File: config.mk
export PLATFORM = sky130hd
export DESIGN_NAME = multicycle_control_unit_flat
export DESIGN_NICKNAME = d
export VERILOG_FILES = /design/src/rtl/cpu_pkg.sv /design/src/rtl/multicycle_control_unit_if.sv /design/src/rtl/cu_alu_decoder.sv /design/src/rtl/multicycle_control_unit.sv /design/src/flat_wrapper.sv
export SDC_FILE = /design/constraint.sdc
export NUM_CORES = 1
export LEC_CHECK = 0
export CORE_UTILIZATION = 43
export DETAILED_ROUTE_END_ITERATION = 16
export PLACE_DENSITY = 0.83
export SLEW_MARGIN = 5
export SYNTH_ARGS = -nofsm -noshare
export SYNTH_HDL_FRONTEND = slang
export SYNTH_SLANG_ARGS = --single-unit
File: constraint.sdc
create_clock -name clk -period 4.05 [get_ports clk]
set_input_delay 0.405 -clock clk [delete_from_list [all_inputs] [get_ports clk]]
set_output_delay 0.405 -clock clk [all_outputs]
set_load 0.03 [all_outputs]
File: src/rtl/cpu_pkg.sv
// rtl/cpu_pkg.sv - shared opcodes, ALU codes and state encodings for the multicycle control unit
package cpu_pkg;

    localparam logic [6:0] OP_R  = 7'b0110011;
    localparam logic [6:0] OP_I  = 7'b0010011;
    localparam logic [6:0] OP_S  = 7'b0100011;
    localparam logic [6:0] OP_L  = 7'b0000011;
    localparam logic [6:0] OP_B  = 7'b1100011;
    localparam logic [6:0] OP_LU = 7'b0110111;
    localparam logic [6:0] OP_AU = 7'b0010111;
    localparam logic [6:0] OP_J  = 7'b1101111;
    localparam logic [6:0] OP_JL = 7'b1100111;

    // Codes follow {funct7[5], funct3}; BEQ reuses the subtract encoding.
    localparam logic [3:0] ALU_ADD  = 4'b0000;
    localparam logic [3:0] ALU_SUB  = 4'b1000;
    localparam logic [3:0] ALU_SLL  = 4'b0001;
    localparam logic [3:0] ALU_SLT  = 4'b0010;
    localparam logic [3:0] ALU_SLTU = 4'b0011;
    localparam logic [3:0] ALU_XOR  = 4'b0100;
    localparam logic [3:0] ALU_SRL  = 4'b0101;
    localparam logic [3:0] ALU_SRA  = 4'b1101;
    localparam logic [3:0] ALU_OR   = 4'b0110;
    localparam logic [3:0] ALU_AND  = 4'b0111;
    localparam logic [3:0] ALU_BEQ  = 4'b1000;

    typedef enum logic [3:0] {
        ST_FETCH,
        ST_DECODE,
        ST_R_EXE,
        ST_I_EXE,
        ST_B_EXE,
        ST_LU_EXE,
        ST_AU_EXE,
        ST_J_EXE,
        ST_JL_EXE,
        ST_S_EXE,
        ST_S_MEM,
        ST_L_EXE,
        ST_L_MEM,
        ST_L_WB,
        ST_TRAP
    } state_e;

    typedef enum logic [1:0] {
        WD_ALU  = 2'd0,
        WD_MEM  = 2'd1,
        WD_UIMM = 2'd2,
        WD_PC4  = 2'd3
    } wdsel_e;

endpackage

File: src/rtl/multicycle_control_unit_if.sv
// rtl/multicycle_control_unit_if.sv - instruction/datapath control bundle between control unit and datapath
interface multicycle_control_unit_if #(
    parameter int ALU_CTRL_W = 4
);
    logic [31:0]           instrCode;
    logic                  compare;
    logic                  dmem_ready;
    logic                  pcEn;
    logic                  regFileWe;
    logic [ALU_CTRL_W-1:0] aluControl;
    logic                  aluSrcMuxSel;
    logic                  alurd1MuxSel;
    logic                  dataWe;
    logic                  dataRe;
    logic [1:0]            rfWdSrcMuxSel;
    logic                  PCAddrSrcMuxSel;
    logic                  jalrSel;
    logic                  illegalInstr;
    logic                  busErr;

    modport master (
        input  instrCode, compare, dmem_ready,
        output pcEn, regFileWe, aluControl, aluSrcMuxSel, alurd1MuxSel,
               dataWe, dataRe, rfWdSrcMuxSel, PCAddrSrcMuxSel, jalrSel,
               illegalInstr, busErr
    );

    modport slave (
        output instrCode, compare, dmem_ready,
        input  pcEn, regFileWe, aluControl, aluSrcMuxSel, alurd1MuxSel,
               dataWe, dataRe, rfWdSrcMuxSel, PCAddrSrcMuxSel, jalrSel,
               illegalInstr, busErr
    );
endinterface

File: src/rtl/cu_alu_decoder.sv
// rtl/cu_alu_decoder.sv - maps opcode/funct fields to an ALU operation and an opcode-legal flag
module cu_alu_decoder
    import cpu_pkg::*;
(
    input  logic [6:0] opcode_i,
    input  logic       instr30_i,
    input  logic [2:0] funct3_i,
    output logic [3:0] alu_ctrl_o,
    output logic       legal_o
);

    always_comb begin
        alu_ctrl_o = ALU_ADD;
        legal_o    = 1'b1;
        case (opcode_i)
            OP_R:  alu_ctrl_o = {instr30_i, funct3_i};
            // instr[30] is immediate data for I-type, except for SRAI.
            OP_I:  alu_ctrl_o = ({instr30_i, funct3_i} == ALU_SRA) ? ALU_SRA : {1'b0, funct3_i};
            OP_S, OP_L, OP_AU, OP_JL, OP_LU, OP_J: alu_ctrl_o = ALU_ADD;
            OP_B: begin
                case (funct3_i[2:1])
                    2'b00:   alu_ctrl_o = ALU_BEQ;
                    2'b10:   alu_ctrl_o = ALU_SLT;
                    2'b11:   alu_ctrl_o = ALU_SLTU;
                    default: legal_o    = 1'b0;
                endcase
            end
            default: legal_o = 1'b0;
        endcase
    end

endmodule

File: src/rtl/multicycle_control_unit.sv
// rtl/multicycle_control_unit.sv - multicycle RV32I sequencer with memory wait timeout and sticky traps
module multicycle_control_unit
    import cpu_pkg::*;
#(
    parameter int ALU_CTRL_W     = 4,
    parameter int MEM_HANDSHAKE  = 1,
    parameter int TIMEOUT_CYCLES = 15
) (
    input logic clk,
    input logic reset_n,
    multicycle_control_unit_if.master bus
);

    localparam int              CNT_W    = $clog2(TIMEOUT_CYCLES + 1);
    localparam logic [CNT_W-1:0] CNT_LAST = CNT_W'(TIMEOUT_CYCLES - 1);

    state_e           state_q, state_d;
    logic [CNT_W-1:0] cnt_q, cnt_d;
    logic             illegal_q, illegal_d;
    logic             bus_err_q, bus_err_d;

    logic [6:0] opcode;
    logic [2:0] funct3;
    logic [3:0] dec_alu;
    logic       op_legal;
    logic       mem_done;
    logic       wait_expired;

    assign opcode       = bus.instrCode[6:0];
    assign funct3       = bus.instrCode[14:12];
    assign mem_done     = (MEM_HANDSHAKE != 0) ? bus.dmem_ready : 1'b1;
    assign wait_expired = (cnt_q == CNT_LAST);

    cu_alu_decoder u_alu_decoder (
        .opcode_i  (opcode),
        .instr30_i (bus.instrCode[30]),
        .funct3_i  (funct3),
        .alu_ctrl_o(dec_alu),
        .legal_o   (op_legal)
    );

    always_ff @(posedge clk or negedge reset_n) begin
        if (!reset_n) begin
            state_q   <= ST_FETCH;
            cnt_q     <= '0;
            illegal_q <= 1'b0;
            bus_err_q <= 1'b0;
        end else begin
            state_q   <= state_d;
            cnt_q     <= cnt_d;
            illegal_q <= illegal_d;
            bus_err_q <= bus_err_d;
        end
    end

    always_comb begin
        state_d   = state_q;
        cnt_d     = cnt_q;
        illegal_d = illegal_q;
        bus_err_d = bus_err_q;
        case (state_q)
            ST_FETCH: state_d = ST_DECODE;
            ST_DECODE: begin
                if (!op_legal) begin
                    state_d   = ST_TRAP;
                    illegal_d = 1'b1;
                end else begin
                    case (opcode)
                        OP_R:    state_d = ST_R_EXE;
                        OP_I:    state_d = ST_I_EXE;
                        OP_S:    state_d = ST_S_EXE;
                        OP_L:    state_d = ST_L_EXE;
                        OP_B:    state_d = ST_B_EXE;
                        OP_LU:   state_d = ST_LU_EXE;
                        OP_AU:   state_d = ST_AU_EXE;
                        OP_J:    state_d = ST_J_EXE;
                        OP_JL:   state_d = ST_JL_EXE;
                        default: state_d = ST_TRAP;
                    endcase
                end
            end
            ST_R_EXE, ST_I_EXE, ST_B_EXE, ST_LU_EXE, ST_AU_EXE, ST_J_EXE, ST_JL_EXE, ST_L_WB:
                state_d = ST_FETCH;
            ST_S_EXE: begin
                state_d = ST_S_MEM;
                cnt_d   = '0;
            end
            ST_L_EXE: begin
                state_d = ST_L_MEM;
                cnt_d   = '0;
            end
            ST_S_MEM, ST_L_MEM: begin
                // A ready in the final wait cycle still completes the access.
                if (mem_done) begin
                    state_d = (state_q == ST_S_MEM) ? ST_FETCH : ST_L_WB;
                end else begin
                    cnt_d = cnt_q + 1'b1;
                    if (wait_expired) begin
                        state_d   = ST_TRAP;
                        bus_err_d = 1'b1;
                    end
                end
            end
            ST_TRAP: state_d = ST_TRAP;
            default: state_d = ST_FETCH;
        endcase
    end

    logic   pc_en, rf_we, alu_src, alu_rd1, data_we, data_re, pc_addr_sel, jalr_sel;
    wdsel_e wd_sel;
    logic [3:0] alu_sel;

    always_comb begin
        pc_en       = 1'b0;
        rf_we       = 1'b0;
        alu_src     = 1'b0;
        alu_rd1     = 1'b0;
        data_we     = 1'b0;
        data_re     = 1'b0;
        pc_addr_sel = 1'b0;
        jalr_sel    = 1'b0;
        wd_sel      = WD_ALU;
        alu_sel     = ALU_ADD;
        case (state_q)
            ST_R_EXE: begin
                rf_we = 1'b1; pc_en = 1'b1; alu_sel = dec_alu;
            end
            ST_I_EXE: begin
                rf_we = 1'b1; alu_src = 1'b1; pc_en = 1'b1; alu_sel = dec_alu;
            end
            ST_LU_EXE: begin
                rf_we = 1'b1; wd_sel = WD_UIMM; pc_en = 1'b1; alu_sel = dec_alu;
            end
            ST_AU_EXE: begin
                rf_we = 1'b1; alu_rd1 = 1'b1; alu_src = 1'b1; pc_en = 1'b1; alu_sel = dec_alu;
            end
            ST_B_EXE: begin
                pc_addr_sel = bus.compare ^ funct3[0]; pc_en = 1'b1; alu_sel = dec_alu;
            end
            ST_J_EXE: begin
                rf_we = 1'b1; wd_sel = WD_PC4; pc_addr_sel = 1'b1; pc_en = 1'b1; alu_sel = dec_alu;
            end
            ST_JL_EXE: begin
                rf_we = 1'b1; wd_sel = WD_PC4; alu_src = 1'b1; jalr_sel = 1'b1; pc_en = 1'b1;
                alu_sel = dec_alu;
            end
            ST_S_EXE, ST_L_EXE: begin
                alu_src = 1'b1; alu_sel = dec_alu;
            end
            ST_S_MEM: begin
                alu_src = 1'b1; data_we = 1'b1; pc_en = mem_done; alu_sel = dec_alu;
            end
            ST_L_MEM: begin
                alu_src = 1'b1; data_re = 1'b1; alu_sel = dec_alu;
            end
            ST_L_WB: begin
                rf_we = 1'b1; wd_sel = WD_MEM; pc_en = 1'b1; alu_sel = dec_alu;
            end
            default: ;
        endcase
    end

    assign bus.pcEn            = pc_en;
    assign bus.regFileWe       = rf_we;
    assign bus.aluControl      = ALU_CTRL_W'(alu_sel);
    assign bus.aluSrcMuxSel    = alu_src;
    assign bus.alurd1MuxSel    = alu_rd1;
    assign bus.dataWe          = data_we;
    assign bus.dataRe          = data_re;
    assign bus.rfWdSrcMuxSel   = wd_sel;
    assign bus.PCAddrSrcMuxSel = pc_addr_sel;
    assign bus.jalrSel         = jalr_sel;
    assign bus.illegalInstr    = illegal_q;
    assign bus.busErr          = bus_err_q;

endmodule

File: src/flat_wrapper.sv
// flat-port wrapper written by rule: the top's interface ports become plain ports
module multicycle_control_unit_flat import cpu_pkg::*;
#(
    parameter int ALU_CTRL_W     = 4,
    parameter int MEM_HANDSHAKE  = 1,
    parameter int TIMEOUT_CYCLES = 15
)
  (clk, reset_n, bus_instrCode, bus_compare, bus_dmem_ready, bus_pcEn, bus_regFileWe, bus_aluControl, bus_aluSrcMuxSel, bus_alurd1MuxSel, bus_dataWe, bus_dataRe, bus_rfWdSrcMuxSel, bus_PCAddrSrcMuxSel, bus_jalrSel, bus_illegalInstr, bus_busErr);
  multicycle_control_unit_if #(.ALU_CTRL_W(ALU_CTRL_W)) bus_i ();
  input logic clk;
  input logic reset_n;
  input wire logic [$bits(bus_i.instrCode)-1:0] bus_instrCode;
  input wire logic [$bits(bus_i.compare)-1:0] bus_compare;
  input wire logic [$bits(bus_i.dmem_ready)-1:0] bus_dmem_ready;
  output wire logic [$bits(bus_i.pcEn)-1:0] bus_pcEn;
  output wire logic [$bits(bus_i.regFileWe)-1:0] bus_regFileWe;
  output wire logic [$bits(bus_i.aluControl)-1:0] bus_aluControl;
  output wire logic [$bits(bus_i.aluSrcMuxSel)-1:0] bus_aluSrcMuxSel;
  output wire logic [$bits(bus_i.alurd1MuxSel)-1:0] bus_alurd1MuxSel;
  output wire logic [$bits(bus_i.dataWe)-1:0] bus_dataWe;
  output wire logic [$bits(bus_i.dataRe)-1:0] bus_dataRe;
  output wire logic [$bits(bus_i.rfWdSrcMuxSel)-1:0] bus_rfWdSrcMuxSel;
  output wire logic [$bits(bus_i.PCAddrSrcMuxSel)-1:0] bus_PCAddrSrcMuxSel;
  output wire logic [$bits(bus_i.jalrSel)-1:0] bus_jalrSel;
  output wire logic [$bits(bus_i.illegalInstr)-1:0] bus_illegalInstr;
  output wire logic [$bits(bus_i.busErr)-1:0] bus_busErr;
  assign bus_i.instrCode = bus_instrCode;
  assign bus_i.compare = bus_compare;
  assign bus_i.dmem_ready = bus_dmem_ready;
  assign bus_pcEn = bus_i.pcEn;
  assign bus_regFileWe = bus_i.regFileWe;
  assign bus_aluControl = bus_i.aluControl;
  assign bus_aluSrcMuxSel = bus_i.aluSrcMuxSel;
  assign bus_alurd1MuxSel = bus_i.alurd1MuxSel;
  assign bus_dataWe = bus_i.dataWe;
  assign bus_dataRe = bus_i.dataRe;
  assign bus_rfWdSrcMuxSel = bus_i.rfWdSrcMuxSel;
  assign bus_PCAddrSrcMuxSel = bus_i.PCAddrSrcMuxSel;
  assign bus_jalrSel = bus_i.jalrSel;
  assign bus_illegalInstr = bus_i.illegalInstr;
  assign bus_busErr = bus_i.busErr;
  multicycle_control_unit #(.ALU_CTRL_W(ALU_CTRL_W), .MEM_HANDSHAKE(MEM_HANDSHAKE), .TIMEOUT_CYCLES(TIMEOUT_CYCLES)) u_core (.clk(clk), .reset_n(reset_n), .bus(bus_i));
endmodule
==> metrics.md, run 1 <==
| Metric | Value |
|---|---|
| Status | completed |
| Fin crit share | 0.750 |
| RSZ-0062 raised after global routing | false |
| Largest net degree at the start of global routing | 20 |
| Hold/Removal Path Class | primary input to async pin |
| Clock power frac | 0.121 |
| Post-synth top cells | nand2_1, a21oi_1, o21ai_0 |
| Slew margin rel. | 0.644 |
| Post-synth top area share | 0.238 |
| Register bit count reported by yosys | 10 |
| Synthesized cell area | about 0.0010 sq mm |
| Vias in the first global route | slightly above 1k |
| Gr usage total | 0.225 |
| Clk pin slew, worst setup/hold paths | approximately 0.07 ns |
| EDFF count, synth | 0 |
| Layout Skew | 0.00609 ns |
| Reg2Reg Setup Slack | between 2 and 2.5 ns |
| CP bufs+invs | 2 |
| Logic gate share of total power | 0.600 |
| Sequential share of power | 0.279 |
| GP Congestion | roughly 0.77 |
| Largest cells by area after synthesis | dfrtp_1, a21oi_1, o21ai_0 |
| IO Count | 52 |
| # Post-CTS Setup Buffers | 0 |
| CTS tree | done |
| Critical Path Start Type | primary input |
| Final setup vio count | 0 |
| Switching Share | 0.489 |
| Syn avg cell area | between 7 and 8 sq um |
| Least-Margin Pin Slew | roughly 0.53 ns |
| Share of cells above drive strength 1 | 0.0536 |
| Crit path largest cell delay | between 0.6 and 0.7 ns |
| Max-cap violations | 0 |
| Vias | approximately 1.2k |
| First-pass GRT wire length | 4550 microns |
| Worst EP arrival | approximately 2.6 ns |
| WS Path Type | primary input to primary output |
| Hold Vio Cnt, Final | 0 |
| Setup WS post-layout | 1.01 ns |
| Min Tclk post-route | 3.04 ns |
| Peak VDD IR | ~0.00039 V |
| Ys flop type | dfrtp_1 |
| Bufs on Longest Clock Path | 2 |
| Die Width | 51.4 microns |
| Largest delay share family, worst path | buffers and inverters |
| Post-Syn Instances | 145 |
| Initial core utilization | 0.466 |
| Slowest cell on crit path | clkdlybuf4s50_1 |
| Critical path, cell by cell | clkdlybuf4s50_1 > nand4bb_1 > nor3_1 > a32oi_1 > nor2_1 > clkdlybuf4s50_1 |
| Wire length per cell | roughly 14 microns |
| CORE AREA | ~0.0023 sq mm |
| DRC Markers | 0 |
| Fmax achieved | about 0.33 GHz |
| Die height | 51.4 microns |
| CTS H-tree lvls | 1 |
| Overflow after GRT | 0 |
| CP endpoint kind | primary output |
| Yosys warns | 0 |
| Insertion delay to the later sink of the worst-skew pair | 0.27 ns |
| Fin nets | about 210 |
| Pre-Repair DR Iteration Count | 4 |
| Clock sinks | 10 |
| # resized after CTS | 0 |
| Seq/Total Area, Yosys | 0.238 |
| Number of DRC markers in iteration 0 | 21 |
| DP Wirelength | ~2000 microns |
| Ant diodes | 0 |
| Async set-reset flop share out of synthesis | 1.00 |
| Setup WS pre-CTS | around 1.1 ns |
| Netlist cell types | 45 |
| Count leader, synth | nand2_1 |
| Pleak | ~0.49 nW |
| IO Port Bufs | 30 |
| Power Total | around 740 uW |
| Syn_nets | 183 |
| Most frequent CP cell | clkdlybuf4s50_1 |
| Total Die Area | between 0.002 and 0.003 sq mm |
| Initial antenna violation count | 0 |
| Total CTS buffers | 3 |
| P_int | around 380 uW |
| Fin Setup TNS | 0 ns |
| Post-synth top area cell | dfrtp_1 |
| Area grow syn2layout | 30.6% |
| Hold buffer count at CTS | 0 |
| Max Slew Vio Count | 0 |
| PwrDens | 539 mW/mm^2 |
| Root Buffer | clkbuf_4 |
| Net Switching | approximately 360 uW |
| Post-Route WL | ~2700 microns |
| ANT nets after route | 0 |
| Via density per instance | ~5.9 |
| Critical Path Fanout Max | 12 |
| WP data required | 3.64 ns |
| Rows | 17 |
## through the flow
stage	instances	area, sq um	utilization	hold WS (ns)
after CTS	196	1370	0.608	0.443
after detailed placement	192	1340	0.592	0.447
after floorplan	145	1050	-	0.109
after global placement	192	1340	0.592	0.450
after global routing	196	1370	0.608	0.469
final	196	1370	0.608	0.441
## cell type report
cell class / count / area (sq um)
Sequential cell: 10 / 250
Clock buffer: 4 / 36.3
Fill cell: 217 / 883
Tap cell: 28 / 35.0
Multi-Input combinational cell: 119 / 731
Timing Repair Buffer: 30 / 300
Inverter: 5 / 18.8
## power groups by stage
stage / clock network [mW] / registers (mW) / logic (mW)
2_1_floorplan: 0 / 0.154 / 0.354
3_3_place_gp: 0 / 0.202 / 0.433
3_5_place_dp: 0 / 0.206 / 0.442
4_1_cts: 0.0930 / 0.205 / 0.444
5_1_grt: 0.0974 / 0.218 / 0.485
6_report: 0.0894 / 0.206 / 0.444
## logic make-up (layout without fill, tap and decap cells)
family	after synthesis	in the layout	synth area share
flip-flops	10	10	0.238
XOR/XNOR	5	5	0.0417
AO/OA/AOI/OAI	49	49	0.293
AND/OR/NAND/NOR	61	61	0.317
multiplexers	2	2	0.0203
buffers and inverters	16	39	0.0656
adder cells (fa/ha/maj)	2	2	0.0238
## path summary, 6_finish.rpt
path | startpoint | end | cells past startpoint
setup / recovery | bus_instrCode[2] | bus_aluControl[0] | 6
hold / removal | reset_n | u_core.state_q[3] | 1
setup reg to reg | u_core.state_q[0] | u_core.cnt_q[2] | 4
hold reg to reg | u_core.bus.illegalInstr | u_core.bus.illegalInstr | 1
max in group asynchronous | reset_n | u_core.state_q[1] | 1
min in group clk | u_core.bus.illegalInstr | u_core.bus.illegalInstr | 1
## state kept, by name, indices dropped and copies added, names as in the netlist
name	count
u_core.state_q	4
u_core.bus.illegalInstr	1
u_core.bus.busErr	1
u_core.cnt_q	4
## routing by layer
metal	vias to the layer above	track usage	routed length, microns
met1	553	0.315	1260
met3	4	0.00893	78
met4	0	0.0946	25
li1	578	-	-
met5	-	0	0
met2	25	0.359	1310
## layout by cell type, fill, tap and decap left out, types with 3 or more instances in the layout
cell type        count
nand3_1              6
dfrtp_1             10
nor2_1              10
clkdlybuf4s50_1     30
nand2_1             13
a21oi_1             11
nor3_1               5
o21ai_1              5
clkbuf_4             3
nor2b_1              3
inv_1                3
or3_1                4
o21bai_1             3
nand2b_1             6
o21ai_0             11
xor2_1               3
o211ai_1             4
(Power assumes the default switching activity.)
==> run 2: changes to the inputs <==
--- a/config.mk
+++ b/config.mk
@@ -5,9 +5,9 @@
 export SDC_FILE = /design/constraint.sdc
 export NUM_CORES = 1
 export LEC_CHECK = 0
-export CORE_UTILIZATION = 43
+export CORE_UTILIZATION = 36
 export DETAILED_ROUTE_END_ITERATION = 16
-export PLACE_DENSITY = 0.83
+export PLACE_DENSITY = 0.74
 export SLEW_MARGIN = 5
 export SYNTH_ARGS = -nofsm -noshare
 export SYNTH_HDL_FRONTEND = slang
==> constraint.sdc (replaced) <==
create_clock -name clk -period 2.45 [get_ports clk]
set_input_delay 0.245 -clock clk [delete_from_list [all_inputs] [get_ports clk]]
set_output_delay 0.245 -clock clk [all_outputs]
set_load 0.03 [all_outputs]
==> metrics.md, run 2 (synthesis gave the netlist of run 1 again) <==
| Metric | Value |
|---|---|
| Status | completed |
| Crit path largest cell delay | 0.66 ns |
| Most frequent cells in the layout | clkdlybuf4s50_1, nand2_1, o21ai_0, a21oi_1, nor2_1 |
| Placed insts | ~200 |
| Min Tclk post-route | approximately 2.3 ns |
| DP Wirelength | 2110 microns |
| Least-Margin Pin Slew | ~0.45 ns |
| Pleak | 0.557 nW |
| Setup WS post-layout | around 0.13 ns |
| Routed wl met3 | roughly 130 microns |
| IO Count | 52 |
| Rows | 19 |
| Final setup vio count | 0 |
| Number of DRC markers in iteration 0 | 54 |
| Slew margin rel. | 0.697 |
| Critical Path Fanout Max | 16 |
| Fin crit share | 0.947 |
| Reg2Reg Launch Point | u_core.state_q[0] |
| Commonest non-fill, non-tap cell in the layout | clkdlybuf4s50_1 |
| Hold/Removal Path Class | primary input to async pin |
| CP endpoint kind | primary output |
| Insertion delay to the later sink of the worst-skew pair | 0.26 ns |
| Worst EP arrival | 2.08 ns |
| Slowest cell on crit path | clkdlybuf4s50_1 |
| # Post-CTS Setup Buffers | 0 |
| Post-Route WL | between 2000 and 3000 microns |
| WP depth | 4 |
| Hold Vio Cnt, Final | 0 |
| CTS H-tree lvls | 1 |
| Via density per instance | 5.72 |
| Max Slew Vio Count | 0 |
| Vias in the first global route | between 1k and 1.5k |
| Fin nets | around 210 |
| Critical Path Start Type | register |
| Fillers | 281 |
| Overflow after GRT | 0 |
| DRC Markers | 0 |
| Root Buffer | clkbuf_4 |
| Initial core utilization | 0.381 |
| Gr usage total | 0.174 |
| Fin Setup TNS | 0 ns |
| Multi-input gate area | about 730 sq um |
| Initial antenna violation count | 0 |
| Peak VDD IR | around 0.00077 V |
| Total CTS buffers | 3 |
| IO Port Bufs | 30 |
| Largest delay share family, worst path | buffers and inverters |
| Total Die Area | around 0.0031 sq mm |
| GP Congestion | 0.843 |
| Die height | between 50 and 60 microns |
| R2R depth | 4 |
| Setup crit start | u_core.state_q[0] |
| Wire length per cell | between 10 and 15 microns |
| Setup WS pre-CTS | about 0.2 ns |
| Die Width | around 56 microns |
| Max layer used | met4 |
| Bufs on Longest Clock Path | 2 |
| Fmax achieved | approximately 0.43 GHz |
| CP Capture Point | bus_regFileWe |
| CTS tree | done |
| Share of cells above drive strength 1 | 0.115 |
| ANT nets after route | 0 |
| Max-cap violations | 0 |
| Wire length on met2 | around 1200 microns |
| Clock sinks | 10 |
| Reg2Reg Setup Slack | around 0.70 ns |
| Metal-1 WL | roughly 1300 microns |
| WS Path Type | register to primary output |
| Largest net degree at the start of global routing | 19 |
| Final non-filler cell total | between 200 and 250 |
| Area grow syn2layout | 35.3% |
| CP bufs+invs | 1 |
| Clk pin slew, worst setup/hold paths | approximately 0.070 ns |
| WP data required | between 2 and 2.5 ns |
| FF-to-FF End | u_core.cnt_q[2] |
| Pre-Repair DR Iteration Count | 4 |
| RSZ-0062 raised after global routing | false |
| Hold slack | approximately 0.29 ns |
| Ant diodes | 0 |
| CORE AREA | approximately 0.0028 sq mm |
| Vias | 1172 |
| Biggest regs | u_core.cnt_q (4), u_core.state_q (4) |
| Critical path, cell by cell | nand2b_2 > o21ai_0 > mux2_2 > clkdlybuf4s50_1 |
| Storage cell area | around 250 sq um |
| Layout Skew | between 0.005 and 0.006 ns |
| PwrDens | approximately 870 mW/mm^2 |
| First-pass GRT wire length | 4570 microns |
[run 2: worst min-delay path by stage]
stage,endpoint,startpoint,slack [ns],cells after the start
5_1_grt,u_core.bus.illegalInstr,reset_n,0.32,1
6_report,u_core.bus.busErr,reset_n,0.29,1
4_1_cts,u_core.bus.busErr,reset_n,0.30,1
2_1_floorplan,u_core.bus.busErr,reset_n,-0.05,0
3_5_place_dp,u_core.bus.illegalInstr,u_core.bus.illegalInstr,0.46,1
3_3_place_gp,u_core.bus.illegalInstr,u_core.bus.illegalInstr,0.46,1
[run 2: power breakdown]
part,switching (mW),leakage (nW),internal (mW)
sequential,0.121,0.124,0.212
clock,0.0534,0.0210,0.0900
combinational,0.422,0.412,0.334
total,0.596,0.557,0.636
[run 2: metal layers]
layer | global-route usage | vias to the layer above
li1 | - | 587
met1 | 0.250 | 538
met2 | 0.281 | 43
met3 | 0.00930 | 4
met4 | 0.0557 | 0
met5 | 0 | -
[run 2: area by class of cell]
class	instances	share of cell area
Multi-Input combinational cell	119	0.515
Timing Repair Buffer	36	0.241
Sequential cell	10	0.178
Tap cell	31	0.0273
Clock buffer	4	0.0256
Inverter	5	0.0132
[run 2: repair_timing]
item	4_1_cts	5_1_grt
endpoints found under the setup margin	2	4
pin swaps	0	0
gates resized for setup	1	3
hold endpoints to repair	0	0
hold buffers	0	0
[run 2: per-stage QoR]
stage	utilization	power [mW]	instance area [sq um]
final	0.515	1.23	1420
after global routing	0.515	1.32	1420
after CTS	0.513	1.24	1410
after detailed placement	0.499	1.09	1380
after global placement	0.499	1.07	1380
after floorplan	-	0.839	1050
==> run 3: changes to the inputs <==
--- a/config.mk
+++ b/config.mk
@@ -5,6 +5,7 @@
 export SDC_FILE = /design/constraint.sdc
 export NUM_CORES = 1
 export LEC_CHECK = 0
+export CAP_MARGIN = 20
 export CORE_UTILIZATION = 36
 export DETAILED_ROUTE_END_ITERATION = 16
 export PLACE_DENSITY = 0.74
==> results of run 3 <==
Same layout as run 2: the final DEF is identical, and so are final timing and power.
